<file path="config.mk">
export PLATFORM = sky130hd
export DESIGN_NAME = imm_ext_pipe
export DESIGN_NICKNAME = d
export VERILOG_FILES = /design/src/rtl/imm_ext_pipe.sv
export SDC_FILE = /design/constraint.sdc
export NUM_CORES = 1
export LEC_CHECK = 0
export ABC_AREA = 1
export BUFFER_PORTS_ARGS = -buffer_cell sky130_fd_sc_hd__clkbuf_2
export CAP_MARGIN = 20
export CORE_MARGIN = 4
export CORE_UTILIZATION = 30
export DETAILED_ROUTE_END_ITERATION = 10
export GPL_TIMING_DRIVEN = 0
export PLACE_DENSITY = 0.52
export SYNTH_ARGS = -nofsm -noshare
export SYNTH_HDL_FRONTEND = slang
export SYNTH_SLANG_ARGS = --single-unit
</file>
<file path="constraint.sdc">
create_clock -name clk -period 4.5 [get_ports clk]
set_input_delay 0.675 -clock clk [delete_from_list [all_inputs] [get_ports clk]]
set_output_delay 0.675 -clock clk [all_outputs]
set_load 0.05 [all_outputs]
</file>
<file path="src/rtl/imm_ext_pipe.sv">
// Pipelined immediate extender: zero/sign/LUI/scaled-sign extension with a
// 2-entry skid buffer so in_ready is a pure register output.
module imm_ext_pipe #(
    parameter int IN_W  = 8,
    parameter int OUT_W = 16
) (
    input  logic             clk,
    input  logic             reset,
    input  logic             in_valid,
    output logic             in_ready,
    input  logic [IN_W-1:0]  in_imm,
    input  logic [1:0]       in_mode,
    output logic             out_valid,
    input  logic             out_ready,
    output logic [OUT_W-1:0] out_data,
    output logic             out_neg
);

    if (OUT_W < 2*IN_W || IN_W < 2) begin : g_param_check
        $error("imm_ext_pipe: need IN_W >= 2 and OUT_W >= 2*IN_W");
    end

    // State encodes {main valid, skid valid}; (0,1) cannot occur.
    typedef enum logic [1:0] {
        EMPTY = 2'b00,
        ONE   = 2'b10,
        FULL  = 2'b11
    } state_t;

    function automatic logic [OUT_W-1:0] extend(input logic [IN_W-1:0] imm,
                                                input logic [1:0]      mode);
        logic signed [OUT_W-1:0] sx;
        sx = {{(OUT_W-IN_W){imm[IN_W-1]}}, imm};
        case (mode)
            2'b00:   extend = {{(OUT_W-IN_W){1'b0}}, imm};
            2'b01:   extend = sx;
            2'b10:   extend = {imm, {(OUT_W-IN_W){1'b0}}};
            default: extend = sx <<< 1;
        endcase
    endfunction

    state_t           state_p1;
    logic [OUT_W-1:0] ext_p0;
    logic [OUT_W-1:0] k_data_p1;
    logic             in_xfer;
    logic             out_xfer;

    assign in_xfer  = in_valid & in_ready;
    assign out_xfer = out_valid & out_ready;

    // ---- p0: extension computed at the input transfer ----
    always_comb begin
        ext_p0 = extend(in_imm, in_mode);
    end

    // ---- p1: main register drives outputs, skid register absorbs one stall ----
    always_ff @(posedge clk) begin
        if (reset) begin
            state_p1  <= EMPTY;
            out_valid <= 1'b0;
            in_ready  <= 1'b1;
            out_data  <= '0;
            out_neg   <= 1'b0;
        end else begin
            case (state_p1)
                EMPTY: begin
                    if (in_xfer) begin
                        state_p1  <= ONE;
                        out_valid <= 1'b1;
                        out_data  <= ext_p0;
                        out_neg   <= ext_p0[OUT_W-1];
                    end
                end
                ONE: begin
                    if (out_xfer && !in_xfer) begin
                        state_p1  <= EMPTY;
                        out_valid <= 1'b0;
                    end else if (out_xfer && in_xfer) begin
                        out_data  <= ext_p0;
                        out_neg   <= ext_p0[OUT_W-1];
                    end else if (in_xfer) begin
                        state_p1  <= FULL;
                        in_ready  <= 1'b0;
                        k_data_p1 <= ext_p0;
                    end
                end
                FULL: begin
                    if (out_xfer) begin
                        state_p1  <= ONE;
                        in_ready  <= 1'b1;
                        out_data  <= k_data_p1;
                        out_neg   <= k_data_p1[OUT_W-1];
                    end
                end
                default: begin
                    state_p1  <= EMPTY;
                    out_valid <= 1'b0;
                    in_ready  <= 1'b1;
                end
            endcase
        end
    end

endmodule
</file>
==> reports/qor.yml, run 1 <==
status: "completed"
die_area_um2: 7910
cts_hold_buf: 0
period_minus_slack_ns: 1.95
cts_resized: 0
cp_top_family: "simple AND/OR/NAND/NOR gates"
cts.htree.levels: 2
initial_utilization_pct: 30.9
maxSlewHeadroom_pct: 53.4
critPathMaxFanout: 9
worst_pin_slew_ns: 0.696
power_density_nw_per_um2: 756
syn_to_final_growth_pct: 18.8
slew_viol_final: 0
synth-seq-cells: 36
fmax_ghz: 0.513
portBuffers: 31
busiest_layer: "met2"
path_cells: "clkbuf_2 > nand2_2 > inv_1 > nor2_1 > nand2_1 > nor2_1 > buf_6"
ys_async_sr_fraction_pct: 0
grt_use_met2_pct: 19.8
worstReg2RegEnd: "k_data_p1[7]"
clock_sinks: 36
hold_viol: 0
dr.pass1.iters: 4
cts_tree: "done"
place.gp.congestion: 0.794
met1_usage_pct: 15.6
path_class: "in2reg"
grt_max_degree: 12
stdcell_count: 369
hold_path_startpoint: "in_ready"
route.detailed.drc: 0
synth_area_leaders: "edfxtp_1 (24%), dfxtp_1 (20%), nand2_1 (16%), nor2_2 (5.4%), nor2_1 (5.2%)"
grt_pass1_wl_um: 7530
core_area_um2: 6350
syn_area_um2: 1960
netlist_instances: 252
cp_num_cells: 7
min_path_cells: 2
worstPathRequired_ns: 4.50
syn_avg_cell_area_um2: 7.80
finalPower_mw: 1.76
post-cts-setup-buffer-count: 0
crit_path_max_incr_delay_ns: 0.54
dp.cells: 361
use_met3_pct: 3.69
clock_latency_ns: 0.29
routed_wl_um: 4450
grt_pass1_vias: 1632
grt_overflow: 0
setup_violations: 0
vdd_drop_max_uv: 250
fin_crit_sh_pct: 43.3
reg2reg_slack_ns: 2.62
synth_flop_cell: "dfxtp_1"
cts_root_buffer: "clkbuf_8"
post_drt_wl_per_cell_um: 12.1
ioPinCount: 33
post-dp-hpwl_um: 3280
maxCapViolCount: 0
leakagePower_nw: 1.13
die_w_um: 88.9
clockBufferDepth: 2
ant_nets: 0
hold_class: "reg2reg"
yosysSeqAreaShare_pct: 44.8
vias_per_cell: 4.54
finClkSkew_ns: 0.00625
yosysUniqueCellTypes: 25
end_kind: "register"
n_antenna_cell: 0
route.vias.total: 1676
nFillCells: 678
cts_buffers: 5
nets: 311
yosysMostFrequentCell: "nand2_1"
drtIter0Drc: 67
antenna_found_initial: 0
clkTransAtPathRegs_ns: 0.07
utilization_pct: 36.7
slowest_stage: "nor2_1"
die_h_um: 88.9
drive_gt1_share_pct: 24.3
finalSetupTns_ns: 0
syn_nets: 272
synth-edff-count: 16
grt_util_all_layers_pct: 12.6
r2r_cells: 5
startpoint_type: "input port"
cp.arrival_ns: 1.95
yosysWarnings: 0
yosysTopAreaCellShare_pct: 24.5
ys_top_cells_by_count: "nand2_1 (82), nor2_1 (27), inv_1 (26)"
rows: 29
critPathBufInv: 3
crit_top_cell: "nor2_1"
r2r-start: "state_p1[0]"
rsz0062_at_grt: "false"
hold-path-endpoint: "in_ready"
yosysTopAreaCell: "edfxtp_1"
state kept, by name, indices dropped and copies added (netlist names):
signal / flops
state_p1: 2
k_data_p1: 16
out_data: 16
out_valid: 1
in_ready: 1
cell families (layout without fill, tap and decap cells):
group                      after synthesis  in the layout  synth area share [%]
buffers and inverters                   35             75                  8.02
and+or+nand+nor                        157            157                  36.6
AOI/OAI and AO/OA                       14             14                  4.65
adders and majority gates                6              6                  3.82
muxes                                    4              4                  2.04
DFF                                     36             36                  44.8
routing by layer:
metal	vias to the layer above	share of wire, %
met5	-	0
met3	6	5.5
met4	0	1.6
li1	874	-
met2	36	46
met1	760	47
per-stage QoR:
step | hold WS, ns | area, µm² | setup slack, ns
3_3_place_gp | 0.466 | 2220 | 1.86
6_report | 0.484 | 2330 | 2.55
3_5_place_dp | 0.476 | 2230 | 2.26
2_1_floorplan | 0.512 | 1960 | 2.36
5_1_grt | 0.520 | 2330 | 2.37
4_1_cts | 0.488 | 2330 | 2.58
final cells by class:
| cell class | count | area [µm²] | share of cell area (%) |
|---|---|---|---|
| multi-input cells | 181 | 926 | 39.7 |
| flip-flops and latches | 36 | 881 | 37.7 |
| repair buffers | 32 | 166 | 7.13 |
| inverters | 27 | 101 | 4.34 |
| well taps | 77 | 96.3 | 4.13 |
| clock buffers | 5 | 68.8 | 2.95 |
| plain buffers | 8 | 56.3 | 2.41 |
| clock inverters | 3 | 37.5 | 1.61 |
how the worst max path moves through the flow:
stage	startpoint	endpoint	slack, ns
2_1_floorplan	in_ready	k_data_p1[0]	2.36
3_3_place_gp	out_ready	k_data_p1[7]	1.86
3_5_place_dp	out_ready	k_data_p1[5]	2.26
4_1_cts	out_ready	k_data_p1[6]	2.58
5_1_grt	out_ready	k_data_p1[5]	2.37
6_report	out_ready	k_data_p1[7]	2.55
placed cells by master, fill, tap and decap left out, types with 3 or more instances in the layout:
cell type and n:
nand3_1 14, inv_1 26, mux2i_1 4, a21boi_0 3, edfxtp_1 16, nand2_1 82, nor2_1 27, nand2_2 4
nand4_1 8, clkbuf_2 31, buf_2 5, ha_1 6, clkbuf_8 5, clkinv_1 3, nor2_2 17, dfxtp_1 20
o21ai_0 7
worst reg2reg max path: stages (launching register included):
cell	delay, ns
dfxtp_1	0.35
inv_1	0.11
ha_1	0.26
nand2_1	0.08
nor2_1	0.54
buf_6	0.25
power by group:
part / internal (mW) / leakage (nW) / switching [mW]
clock: 0.161 / 0.0532 / 0.121
sequential: 0.441 / 0.312 / 0.0563
combinational: 0.296 / 0.760 / 0.689
No activity file was read; power rests on OpenSTA's default activity.
==> run 2, diff against run 1 <==
Clock period 4.5 ns to 1.8 ns, I/O delays scaled along.
==> run 2 against run 1 <==
Effect of this change:
- sequential power rose to 2.5 times the previous value
- hold slack worse by 0.26 ns
- power is 150% higher
- utilization increased by 0.059 points
- largest cell class unchanged
==> reports/qor.yml, run 2 (same netlist as run 1, synthesis figures left out) <==
drive_gt1_share_pct: 26.4  # +2.1 points
reg2reg_slack_ns: 0.14  # -2.48 ns
portBuffers: 31  # unchanged
finalSetupTns_ns: 0  # unchanged
period_minus_slack_ns: 1.66
reg_top3: "k_data_p1: 16 flops, out_data: 16 flops, state_p1: 2 flops"
vias_per_cell: 4.51  # -0.66%
path_class: "reg2reg"
die_w_um: 88.9  # unchanged
nFillCells: 676  # -0.29%
leakagePower_nw: 1.11  # -0.98%
rsz0062_at_grt: "false"
r2r_cells: 9  # +4
place.gp.congestion: 0.834  # +4.9%
n_antenna_cell: 0  # unchanged
cts_tree: "done"
post-dp-hpwl_um: 3230  # -1.5%
post_drt_wl_per_cell_um: 12.1  # +0.47%
end_kind: "register"
grt_overflow: 0  # unchanged
dr.pass1.iters: 4  # unchanged
ant_nets: 0  # unchanged
clockBufferDepth: 2  # unchanged
finClkSkew_ns: 0.00602  # -0.000233 ns
fin_crit_sh_pct: 92.0
syn_to_final_growth_pct: 19.0
clock_latency_ns: 0.29  # about the same
layout_commonest_cell: "nand2_1"
startpoint_type: "register"
cp.arrival_ns: 1.85  # -0.10 ns
fmax_ghz: 0.604
grt_max_degree: 17  # +5
maxCapViolCount: 0  # unchanged
min_path_cells: 2  # unchanged
holdWs_ns: 0.227  # -0.256 ns
fin_ws_ns: 0.143  # -2.41 ns
cts_buffers: 5  # unchanged
grt_pass1_vias: 1599  # -2.0%
worstPathRequired_ns: 1.99  # -2.51 ns
critPathMaxFanout: 10  # +1
ioPinCount: 33  # unchanged
status: "completed"
setup_violations: 0  # unchanged
antenna_found_initial: 0  # unchanged
route.detailed.drc: 0  # unchanged
utilization_pct: 36.8  # +0.059 points
maxSlewHeadroom_pct: 66.4  # +13 points
final_cell_mix: "nand2_1 (80), clkbuf_2 (31), inv_1 (26), nor2_1 (26), dfxtp_1 (18)"
place_ws_ns: 0.0366  # -2.22 ns
initial_utilization_pct: 30.9  # unchanged
routed_wl_um: 4470  # +0.47%
hold_viol: 0  # unchanged
clkTransAtPathRegs_ns: 0.07  # about the same
hold_class: "in2reg"
grt_pass1_wl_um: 7820  # +3.8%
vdd_drop_max_uv: 713  # +180%
rows: 29  # unchanged
die_area_um2: 7910  # unchanged
finalPower_mw: 4.35  # +150%
slew_viol_final: 0  # unchanged
cts.htree.levels: 2  # unchanged
drtIter0Drc: 95  # +42%
route.vias.total: 1665  # -0.66%
cts_root_buffer: "clkbuf_8"
grt_util_all_layers_pct: 13.0  # +0.46 points
clock_sinks: 36  # unchanged
power_density_nw_per_um2: 1860  # +150%
core_area_um2: 6350  # unchanged
worst_pin_slew_ns: 0.502  # -0.194 ns
die_h_um: 88.9  # unchanged
nets: 311  # unchanged
==> run 2: area by class of cell <==
| cell class | instances | area (µm²) | share of cell area, % |
|---|---|---|---|
| repair buffers | 32 | 163 | 6.96 |
| plain buffers | 8 | 56.3 | 2.41 |
| clock buffers | 7 | 76.3 | 3.27 |
| well taps | 77 | 96.3 | 4.12 |
| clock inverters | 1 | 5.00 | 0.214 |
| flip-flops and latches | 36 | 883 | 37.8 |
| inverters | 27 | 101 | 4.34 |
| multi-input cells | 181 | 956 | 40.9 |
==> run 2: timing repair <==
action                     4_1_cts  5_1_grt
gates resized for setup          0        7
hold buffers                     0        0
buffers inserted                 0        1
setup endpoints to repair        0       16
==> run 2: power breakdown <==
group / internal [mW] / switching, mW / leakage, nW
Combinational: 0.778 / 1.75 / 0.759
Sequential: 1.11 / 0.139 / 0.313
Clock: 0.272 / 0.300 / 0.0422
==> run 2: path summary, 6_finish.rpt <==
kind,start,end
hold reg to reg,in_ready,in_ready
hold / removal,reset,out_valid
setup / recovery,state_p1[0],out_data[15]
setup reg to reg,state_p1[0],out_data[15]
==> run 2: metal layers <==
| metal | track usage (%) | part of all wire, % | vias up | wire, µm |
|---|---|---|---|---|
| met3 | 3.32 | 5.6 | 8 | 251 |
| met2 | 20.9 | 46 | 31 | 2060 |
| met4 | 5.36 | 1.7 | 0 | 77 |
| met1 | 16.7 | 47 | 751 | 2090 |
| li1 | - | - | 875 | - |
| met5 | 0 | 0 | - | 0 |
==> run 2: stage by stage <==
stage                     std cells  instance area (µm²)
after detailed placement        360                 2220
after global routing            369                 2340
after floorplan                 252                 1970
after global placement          360                 2220
after CTS                       368                 2300
final                           369                 2340
==> run 2: critical path, cell delays in order, from the launching register on <==
cell and delay [ns]:
dfxtp_2 0.37, inv_1 0.09, ha_1 0.26, o21ai_4 0.16, nand2_2 0.14, nor2_8 0.22
buf_12 0.17, nand2_2 0.04, nand2_1 0.05, nor2_1 0.04
==> run 3, diff against run 2 <==
Settings changed: PLACE_DENSITY 0.52 to 0.54, RECOVER_POWER from default to 50.
Clock period 1.8 ns to 1.4 ns, I/O delays scaled along.
==> run 3 against run 2 <==
Effect of this change:
- the run now ends with negative setup slack left
- clock skew hardly changed
- sequential power is 33% higher
- clock power grew 44%
- register-to-register slack lost 0.25 ns
- cell count increased by 3.3%
- combinational power rose by 56%
- fmax is 9.6% higher
- wire length is 3.6% higher
- utilization grew 4.5 points
- non-clock buffer count grew 12
- final area increased by 12%
- hold slack lost 0.079 ns
- critical path type unchanged
- highest routed layer unchanged
==> reports/qor.yml, run 3 (same netlist as run 1, synthesis figures left out) <==
cts_root_buffer: "clkbuf_8"
swShare_pct: 47.8  # -2.5 points
min_path_cells: 2  # unchanged
p_int_mw: 3.35  # +55%
rsz0062_at_grt: "true"
die_w_um: 88.9  # unchanged
antenna_found_initial: 0  # unchanged
final_cell_mix: "nand2_1 (65), clkbuf_2 (30), nor2_1 (24)"
path_class: "reg2reg"
grt_util_all_layers_pct: 13.5  # +0.47 points
reg_top3: "k_data_p1: 16 flops, out_data: 16 flops, state_p1: 2 flops"
vias_per_cell: 4.56  # +1.2%
finalPower_mw: 6.43  # +48%
maxCapViolCount: 0  # unchanged
rows: 29  # unchanged
grt_max_degree: 17  # unchanged
crit_top_cell: "nand2_2"
post_drt_wl_per_cell_um: 12.2  # +0.31%
maxSlewHeadroom_pct: 58.3  # -8.1 points
portBuffers: 31  # unchanged
n_antenna_cell: 0  # unchanged
route.detailed.drc: 0  # unchanged
period_minus_slack_ns: 1.51  # -0.146 ns
hold-path-endpoint: "out_valid"
cp.arrival_ns: 1.71  # -0.14 ns
end_kind: "register"
violations: "negative setup slack"
cts_hold_buf: 0  # unchanged
fin_ws_ns: -0.111  # -0.254 ns
hold_class: "in2reg"
syn_to_final_growth_pct: 33.6
drtIter0Drc: 92  # -3.2%
cts_buffers: 5  # unchanged
layout_commonest_cell: "nand2_1"
reg2reg_slack_ns: -0.11  # -0.25 ns
route.vias.total: 1739  # +4.4%
post-dp-hpwl_um: 3210  # -0.57%
setup_violations: 32  # +32
clockBufferDepth: 2  # unchanged
clock_sinks: 36  # unchanged
critPathMaxFanout: 7  # -3
path_cells: "inv_4 > ha_4 > nand2_4 > nand3b_1 > nor2_8 > buf_12 > nand2_2 > nand2_2 > nor2_2"
r2r-start: "state_p1[0]"
clkPwrFrac_pct: 12.8  # -0.3 points
die_h_um: 88.9  # unchanged
power.sequential.fraction_pct: 25.8  # -2.8 points
initial_utilization_pct: 30.9  # unchanged
utilization_pct: 41.3  # +4.5 points
cts_tree: "done"
status: "finished with violations"
switchingPower_mw: 3.08  # +40%
grt_pass1_vias: 1744  # +9.1%
fin_crit_sh_pct: 108  # +16 points
leakagePower_nw: 1.21  # +8.6%
crit_path_max_incr_delay_ns: 0.41  # +0.04 ns
finClkSkew_ns: 0.00568  # -0.000341 ns
startpoint_type: "register"
power_density_nw_per_um2: 2450  # +32%
dr.pass1.iters: 4  # unchanged
vdd_drop_max_uv: 773  # +8.4%
worstReg2RegEnd: "out_data[3]"
hold_path_startpoint: "reset"
worstPathRequired_ns: 1.60  # -0.39 ns
core_area_um2: 6350  # unchanged
r2r_cells: 9  # unchanged
place_ws_ns: -0.261  # -0.298 ns
clock_latency_ns: 0.29  # about the same
grt_overflow: 0  # unchanged
worst_pin_slew_ns: 0.626  # +0.123 ns
nets: 323  # +3.9%
cts.htree.levels: 2  # unchanged
routed_wl_um: 4630  # +3.6%
hold_viol: 0  # unchanged
ant_nets: 0  # unchanged
place.gp.congestion: 0.805  # -3.4%
combinationalPowerShare_pct: 61.4  # +3.2 points
slew_viol_final: 0  # unchanged
fmax_ghz: 0.662  # +9.6%
ioPinCount: 33  # unchanged
die_area_um2: 7910  # unchanged
slowest_stage: "dfxtp_4"
grt_pass1_wl_um: 8120  # +3.9%
clkTransAtPathRegs_ns: 0.07  # about the same
drive_gt1_share_pct: 37.5  # +11 points
==> run 3: worst max-delay path, delay by kind of cell (launching register included) <==
kind | cells | cell delay, ns
buf+inv | 2 | 0.21
flops | 1 | 0.41
fa+ha+maj | 1 | 0.17
simple gates | 6 | 0.61
==> run 3: worst max path at each step <==
stage,from,endpoint,slack (ns)
floorplan,in_ready,out_data[15],-0.06
global placement,state_p1[0],out_data[15],-0.24
detailed placement,state_p1[0],out_data[15],-0.26
CTS,state_p1[0],out_data[1],-0.16
global route,state_p1[0],out_data[4],-0.22
finish,state_p1[0],out_data[3],-0.11
==> run 3: what timing repair did <==
action / CTS / global route
gates resized for setup: 18 / 22
setup endpoints to repair: 35 / 36
gates cloned: 1 / 0
setup buffers: 11 / 2
pin swaps: 9 / 16
==> run 3: stage by stage <==
stage                     hold WS (ns)  setup TNS (ns)  cells  area, µm²
final                            0.149           -1.29    381       2620
after floorplan                  0.269          -0.439    252       2010
after global placement           0.460           -5.51    360       2260
after detailed placement         0.457           -5.89    360       2260
after global routing             0.147           -3.94    381       2620
after CTS                        0.143           -1.71    380       2570
==> run 3: final cells by class <==
cell class              instances  area [µm²]
plain buffers                   7        56.3
clock buffers                   8         100
fillers                       673        3730
inverters                      27         106
multi-input cells             181        1060
flip-flops and latches         36         896
well taps                      77        96.3
repair buffers                 45         305
==> run 3: power by group through the flow <==
| stage | combinational, mW | clock (mW) | sequential (mW) |
|---|---|---|---|
| floorplan | 1.80 | 0 | 2.46 |
| global route | 4.35 | 0.913 | 1.71 |
| detailed placement | 3.24 | 0 | 1.65 |
| CTS | 3.81 | 0.856 | 1.66 |
| global placement | 3.21 | 0 | 1.64 |
| finish | 3.94 | 0.825 | 1.66 |
==> run 3: metal layers <==
metal | GRT usage, % | vias to the layer above | wire length (µm)
met1 | 15.8 | 788 | 2070
met4 | 6.18 | 0 | 133
met3 | 4.24 | 11 | 243
met2 | 22.5 | 41 | 2190
li1 | - | 899 | -
met5 | 0 | - | 0
